--- config.mk ---
export PLATFORM = sky130hd
export DESIGN_NAME = shift_arbiter
export DESIGN_NICKNAME = d
export VERILOG_FILES = /design/src/rtl/shift_arbiter.sv
export SDC_FILE = /design/constraint.sdc
export NUM_CORES = 1
export LEC_CHECK = 0
export ABC_AREA = 1
export BUFFER_PORTS_ARGS = -buffer_cell sky130_fd_sc_hd__buf_2
export CAP_MARGIN = 10
export CORE_MARGIN = 2
export CORE_UTILIZATION = 25
export DETAILED_ROUTE_END_ITERATION = 10
export RECOVER_POWER = 25
export SLEW_MARGIN = 30
export SYNTH_ARGS = -nofsm -noshare
export SYNTH_HDL_FRONTEND = slang
export SYNTH_SLANG_ARGS = --single-unit
--- constraint.sdc ---
create_clock -name clk -period 2.4 [get_ports clk]
set_clock_uncertainty 0.2 [all_clocks]
set_input_delay 0.12 -clock clk [delete_from_list [all_inputs] [get_ports clk]]
set_output_delay 0.12 -clock clk [all_outputs]
set_load 0.005 [all_outputs]
--- src/rtl/shift_arbiter.sv ---
// shift_arbiter: two requesters (A, B) share one barrel shifter through a
// round-robin arbiter; results land in a single-entry registered output
// stage tagged with the requester id.
//
// Handshake: a transfer happens on a rising edge where valid and ready are
// both 1. Ready may depend on valid; a requester holds valid/payload stable
// until it sees ready. On the output side, out_data/out_tag are held stable
// while out_valid=1 and out_ready=0.
module shift_arbiter #(
    parameter int WIDTH = 16,
    parameter int SHW   = 4
) (
    input  logic             clk,
    input  logic             rst_n,
    input  logic             a_valid,
    output logic             a_ready,
    input  logic [WIDTH-1:0] a_din,
    input  logic [SHW-1:0]   a_shamt,
    input  logic [1:0]       a_op,
    input  logic             b_valid,
    output logic             b_ready,
    input  logic [WIDTH-1:0] b_din,
    input  logic [SHW-1:0]   b_shamt,
    input  logic [1:0]       b_op,
    output logic             out_valid,
    input  logic             out_ready,
    output logic [WIDTH-1:0] out_data,
    output logic             out_tag
);

    localparam logic [1:0] OP_SLL = 2'b00;
    localparam logic [1:0] OP_SRL = 2'b01;
    localparam logic [1:0] OP_SRA = 2'b10;
    localparam logic [1:0] OP_ROR = 2'b11;

    // The output register occupancy is the whole FSM state; out_valid is the
    // externally visible copy of it.
    typedef enum logic {
        EMPTY = 1'b0,
        FULL  = 1'b1
    } state_t;

    state_t             state_q;
    logic [WIDTH-1:0]   data_q;
    logic [WIDTH-1:0]   data_d;
    logic               tag_q;
    logic               rr_q;      // 0: A preferred on a tie, 1: B preferred

    logic               can_accept;
    logic               grant_a;
    logic               grant_b;
    logic               grant;

    logic [WIDTH-1:0]   sel_din;
    logic [SHW-1:0]     sel_shamt;
    logic [1:0]         sel_op;

    logic signed [WIDTH-1:0] sra_res;
    logic [2*WIDTH-1:0]      ror_wide;

    // Arbitration: grant only when the output stage can take a result; no
    // grant at all while reset is asserted.
    always_comb begin
        can_accept = (state_q == EMPTY) | out_ready;
        grant_a    = rst_n & can_accept & a_valid & (~b_valid | ~rr_q);
        grant_b    = rst_n & can_accept & b_valid & (~a_valid |  rr_q);
        grant      = grant_a | grant_b;
    end

    assign a_ready = grant_a;
    assign b_ready = grant_b;

    // Operand select: B's operands only when B wins, otherwise A's.
    always_comb begin
        sel_din   = a_din;
        sel_shamt = a_shamt;
        sel_op    = a_op;
        if (grant_b) begin
            sel_din   = b_din;
            sel_shamt = b_shamt;
            sel_op    = b_op;
        end
    end

    // Shared barrel shifter; rotate uses a doubled operand so shamt=0 needs
    // no special case.
    always_comb begin
        sra_res  = $signed(sel_din) >>> sel_shamt;
        ror_wide = {sel_din, sel_din} >> sel_shamt;
        case (sel_op)
            OP_SLL:  data_d = sel_din << sel_shamt;
            OP_SRL:  data_d = sel_din >> sel_shamt;
            OP_SRA:  data_d = sra_res;
            OP_ROR:  data_d = ror_wide[WIDTH-1:0];
            default: data_d = sel_din;
        endcase
    end

    // Output stage FSM, result/tag registers and round-robin pointer.
    always_ff @(posedge clk) begin
        if (!rst_n) begin
            state_q <= EMPTY;
            data_q  <= '0;
            tag_q   <= 1'b0;
            rr_q    <= 1'b0;
        end else begin
            case (state_q)
                EMPTY: begin
                    if (grant) begin
                        state_q <= FULL;
                        data_q  <= data_d;
                        tag_q   <= grant_b;
                    end
                end
                FULL: begin
                    if (out_ready) begin
                        if (grant) begin
                            data_q <= data_d;
                            tag_q  <= grant_b;
                        end else begin
                            state_q <= EMPTY;
                        end
                    end
                end
                default: state_q <= EMPTY;
            endcase
            // After a grant the other requester gets the next tie.
            if (grant) begin
                rr_q <= grant_a;
            end
        end
    end

    assign out_valid = (state_q == FULL);
    assign out_data  = data_q;
    assign out_tag   = tag_q;

endmodule

### After elaboration in Yosys (flattened, before gate mapping)

Cells that the tools add are included.
W data, S select, Z words.

* multiplexer cells: 13
* magnitude comparators: 0
* $mul: 0
* equal/unequal tests: 4
* add/sub/neg operators: 0
* reduce and logical (&&, ||, !) cells: 1
* shift operators: 4
* divide/modulo/power cells: 0
* bitwise operators: 13

Operators by type and width (count)
* $pmux W16 S4: 1
* $mux W16: 3
* $pmux W16 S2: 1
* $shr A32 B4 Y16: 1
* $shl A16 B4 Y16: 1
* $shr A16 B4 Y16: 1
* $sshr A16 B4 Y16: 1
* $and A1 B1 Y1: 5
* $eq A2 B2 Y1 const B: 2
* $mux W1: 4
* $mux W4: 1
* $not A1 Y1: 4
* $or A1 B1 Y1: 4
* $pmux W1 S2: 2
* $eq A2 B1 Y1 const B: 1
* $logic_not A2 Y1: 1
* $mux W2: 1
* $ne A2 B2 Y1 const B: 1

* RAM bits: 0
* bits of input ports: 49
* bits in latches: 0
* memories: 0
* flip-flop bits (word level): 19
* memory bits (read-only): 0

### Depth between registers and ports, before layout

* word-level depth: 11
* depth in mapped cells: 17
* mapped depth without buffers: 16

### Least setup slack after synthesis

Ideal clock, no wire load.

* path kind: register to register
* start point: reg rr_q
* end point: reg data_q[7] (netlist: out_data[7])
* slack: 255 ps
* data arrival time: 1827 ps
* required time: 2083 ps
* stages on the path, launching flop included: 13
* path buffers: 1
* setup time: 117 ps
* cell sequence: dfxtp_1 inv_1 a21oi_2 nand2_4 buf_6 o21ai_4 inv_4 o21ai_2 inv_2 nor2_2 nand2_1 a21oi_1 nor2_1

* word-level cells in the longest chain between the ends: 8
* elaborated cells between the ends (all ways): 21

RTL lines
* start: declaration: line 47 `logic rr_q;`
* start signal: assignment: line 129 `rr_q <= grant_a;`
* $or A1 B1 Y1: line 66 `grant_b = rst_n & can_accept & b_valid & (~a_valid | rr_q);`
* $and A1 B1 Y1: line 66
* $mux W16, or another cell as far along: line 78 `if (grant_b) begin`
* $shr A32 B4 Y16, or another cell as far along: line 89 `ror_wide = {sel_din, sel_din} >> sel_shamt;`
* $pmux W16 S4: line 90 `case (sel_op)`
* $mux W16 *: line 109, 117
* $mux W16: line 116 `if (out_ready) begin`
* $pmux W16 S2 *: line 107 `case (state_q)`
* end signal: assignment: line 111 `data_q <= data_d;`
* end signal: assignment: line 118 `data_q <= data_d;`
* end: declaration: line 44 `logic [WIDTH-1:0] data_q;`

Mark *: on every way between the ends. The rest lies on a longest branch, timed or not. The select of a mux whose other input is x is not followed.
A chain may end at the register's enable or synchronous reset.

### Worst setup path after layout

* start point: reg rr_q
* end point: reg data_q[8] (netlist: out_data[8])

Same word-level chain as after synthesis.

==> run metrics <==
status finished clean; total CTS buffers 3; wirelength, routed roughly 12 mm; kind of cell adding the most delay to the critical path simple AND/OR/NAND/NOR gates; global-route wire length before repair between 15 and 20 mm; grt total ovfl 0; Post-synth EDFFs 0; Comb power frac 0.622; placed cells 835; First-pass DRT Iterations 5; Tmin final ~2.4 ns; clock-pin slew on the worst setup and hold paths 0.06 ns; post-synthesis area per instance between 5 and 6 um2; clk_lat worst skew 0.25 ns; Syn Std Cell Area 3000 um2; initial antenna violation count 0; Die Y 114 um; RSZ-0062 raised after global routing true; most common flop cell mapped by yosys dfxtp_1; R2R Setup Slk 0.02 ns; post-synthesis sequential area ratio 0.127; number of cell rows 39; detailed-route via count 4226; max-slew violation count 0; Pleak 2.47 nW; # DRC 0; Yosys reg bits 19; setup TNS 0 ns; CTS Root Cell clkbuf_16; Worst R2R Start rr_q; Max Root-Sink Buffers 2; Distinct cells, synth 31; CP arrival 2.37 ns; drt via density between 4 and 5; Critical Path Max Stage Delay 0.32 ns; endpoints failing setup 0; buffers added on ports 68; Clock power frac 0.181; Layout Nets 763; final hold vios 0; worst slew pin tran approximately 0.4 ns; critical path type flip-flop to flip-flop; switching share of power 0.450; number of synthesis warnings 0; R2R cell count 14; area delta synth->final 43.1%; VDD IR max between 200 and 250 uV; Internal 1.04 mW; worst-path cell with the longest stage delay dfxtp_1; share of layout cells above drive strength 1 0.275; H-tree depth 1; Placer Congestion roughly 0.96; Hold WC Path Type primary input to flip-flop; Antenna Cells 0; post-DP HPWL 9.59 mm; drt wl/cell around 14 um; Gate Count Post-Synth just under 600; core area 11600 um2; Async SR Flop Fraction 0; Non-Filler Instances ~860; Critical Path Start Type flip-flop; Worst Path Max Fanout 23; WP data required approximately 2.4 ns; worst hold endpoint rr_q; CP Buf/Inv Count 5; Sinks on Clock Net 19; Max Clk Rate 0.420 GHz; Pwr Density 441 nW/um2; post-route ant nets 0; crit path cell chain inv_1, a21oi_4, nand2_4, buf_6, nand2_1, o21ai_4, inv_2, buf_12, nand4_1, nor2_1, nor2_1, o21ai_2, inv_1, a21oi_2; total track usage 0.184; largest net degree at the start of global routing 31; sequential share of power 0.197; die area 12900 um2; Switch Pwr 0.851 mW; vias in the first global route 3892; final period utilization 0.991; Top Ports 69; Crit. End Element flip-flop; min-delay src rst_n; Hold Path Cell Cnt 3; total of max-cap violations 0; relative slew slack 0.730; initial drt markers 444; capture point of the worst reg-to-reg path out_data[8]; syn nets between 600 and 700; DIE WIDTH 114 um; CTS tree done; Starting Density 0.259
[tightest hold or removal path, cell delays in order]
cell and delay [ns]:
buf_2 0.11, inv_2 0.10, o31ai_1 0.09
[Yosys cell counts (all sizes together) (2+ instances only)]
cell	n	area, um2
dfxtp	19	380
inv	64	245
buf	21	115
nand3	124	626
nand3b	5	37.5
nand2	273	1050
o21ai	33	203
nor2	28	163
nand4	2	12.5
clkbuf	4	15.0
a21oi	19	114
[final cells by class]
type | count | area (um2)
repair buffers | 136 | 1040
flip-flops and latches | 19 | 380
well taps | 143 | 179
clock inverters | 1 | 5.00
fillers | 1275 | 7270
inverters | 65 | 249
clock buffers | 3 | 75.1
multi-input cells | 489 | 2360
[metrics by stage]
stage          hold slack (ns)  setup WS, ns  power, mW  cell area [um2]  utilization
2_1_floorplan           0.0583         0.255       1.03             3000            -
3_3_place_gp             0.224      -0.00195       1.45             3880        0.335
3_5_place_dp             0.219     -0.000699       1.44             3880        0.335
4_1_cts                 0.0144        0.0398       1.80             4000        0.346
5_1_grt                 0.0266        -0.135       2.05             4290        0.371
6_report                0.0125        0.0218       1.89             4290        0.371
[cell families (layout without fill, tap and decap cells)]
kind of cell | count (synthesis) | in the layout | share of synthesized area
and+or+nand+nor | 432 | 433 | 0.631
DFF | 19 | 19 | 0.127
AOI/OAI and AO/OA | 56 | 56 | 0.115
buffers and inverters | 90 | 205 | 0.126
[timing repair]
item / 4_1_cts / 5_1_grt
hold buffers: 3 / 0
gates cloned: 0 / 3
endpoints found under the hold margin: 3 / 0
pin swaps: 0 / 1
resized for setup: 2 / 42
setup endpoints to repair: 1 / 17
buffers inserted: 0 / 11
[registers in the layout, indices dropped and copies added, names as in the netlist]
register and cells:
rr_q 1, out_tag 1, out_data 16, out_valid 1
[worst max path at each step]
stage,startpoint,endpoint,slack (ns),cells after the start
after floorplan,rr_q,out_data[7],0.26,12
after global routing,rr_q,out_data[12],-0.14,14
after CTS,rr_q,out_data[8],0.04,14
after detailed placement,rr_q,out_data[13],-0.0007,17
final,rr_q,out_data[8],0.02,14
after global placement,rr_q,out_data[8],-0.002,14
[placed cells by master (no fill, tap or decap), types with 6 or more instances in the layout]
cell	n
a21oi_1	15
buf_12	9
buf_2	67
buf_4	47
dfxtp_1	19
inv_1	54
inv_2	8
nand2_1	255
nand2_2	14
nand3_1	111
nand3_2	13
nor2_1	20
o21ai_0	21
o21ai_1	6
[power by group through the flow]
stage	sequential (mW)	combinational, mW	clock (mW)
detailed placement	0.379	1.06	0
global placement	0.379	1.07	0
CTS	0.373	1.07	0.353
finish	0.373	1.18	0.343
global route	0.376	1.30	0.371
floorplan	0.379	0.651	0
[routing by layer]
metal / global-route usage / up-vias / wire length, um / part of all wire
li1: - / 2152 / - / -
met5: 0 / - / 0 / 0
met1: 0.249 / 1849 / 5430 / 0.44
met4: 0.0407 / 0 / 264 / 0.022
met2: 0.320 / 204 / 5600 / 0.46
met3: 0.0170 / 21 / 904 / 0.074
Note: power is estimated with default switching activity, not from simulation.
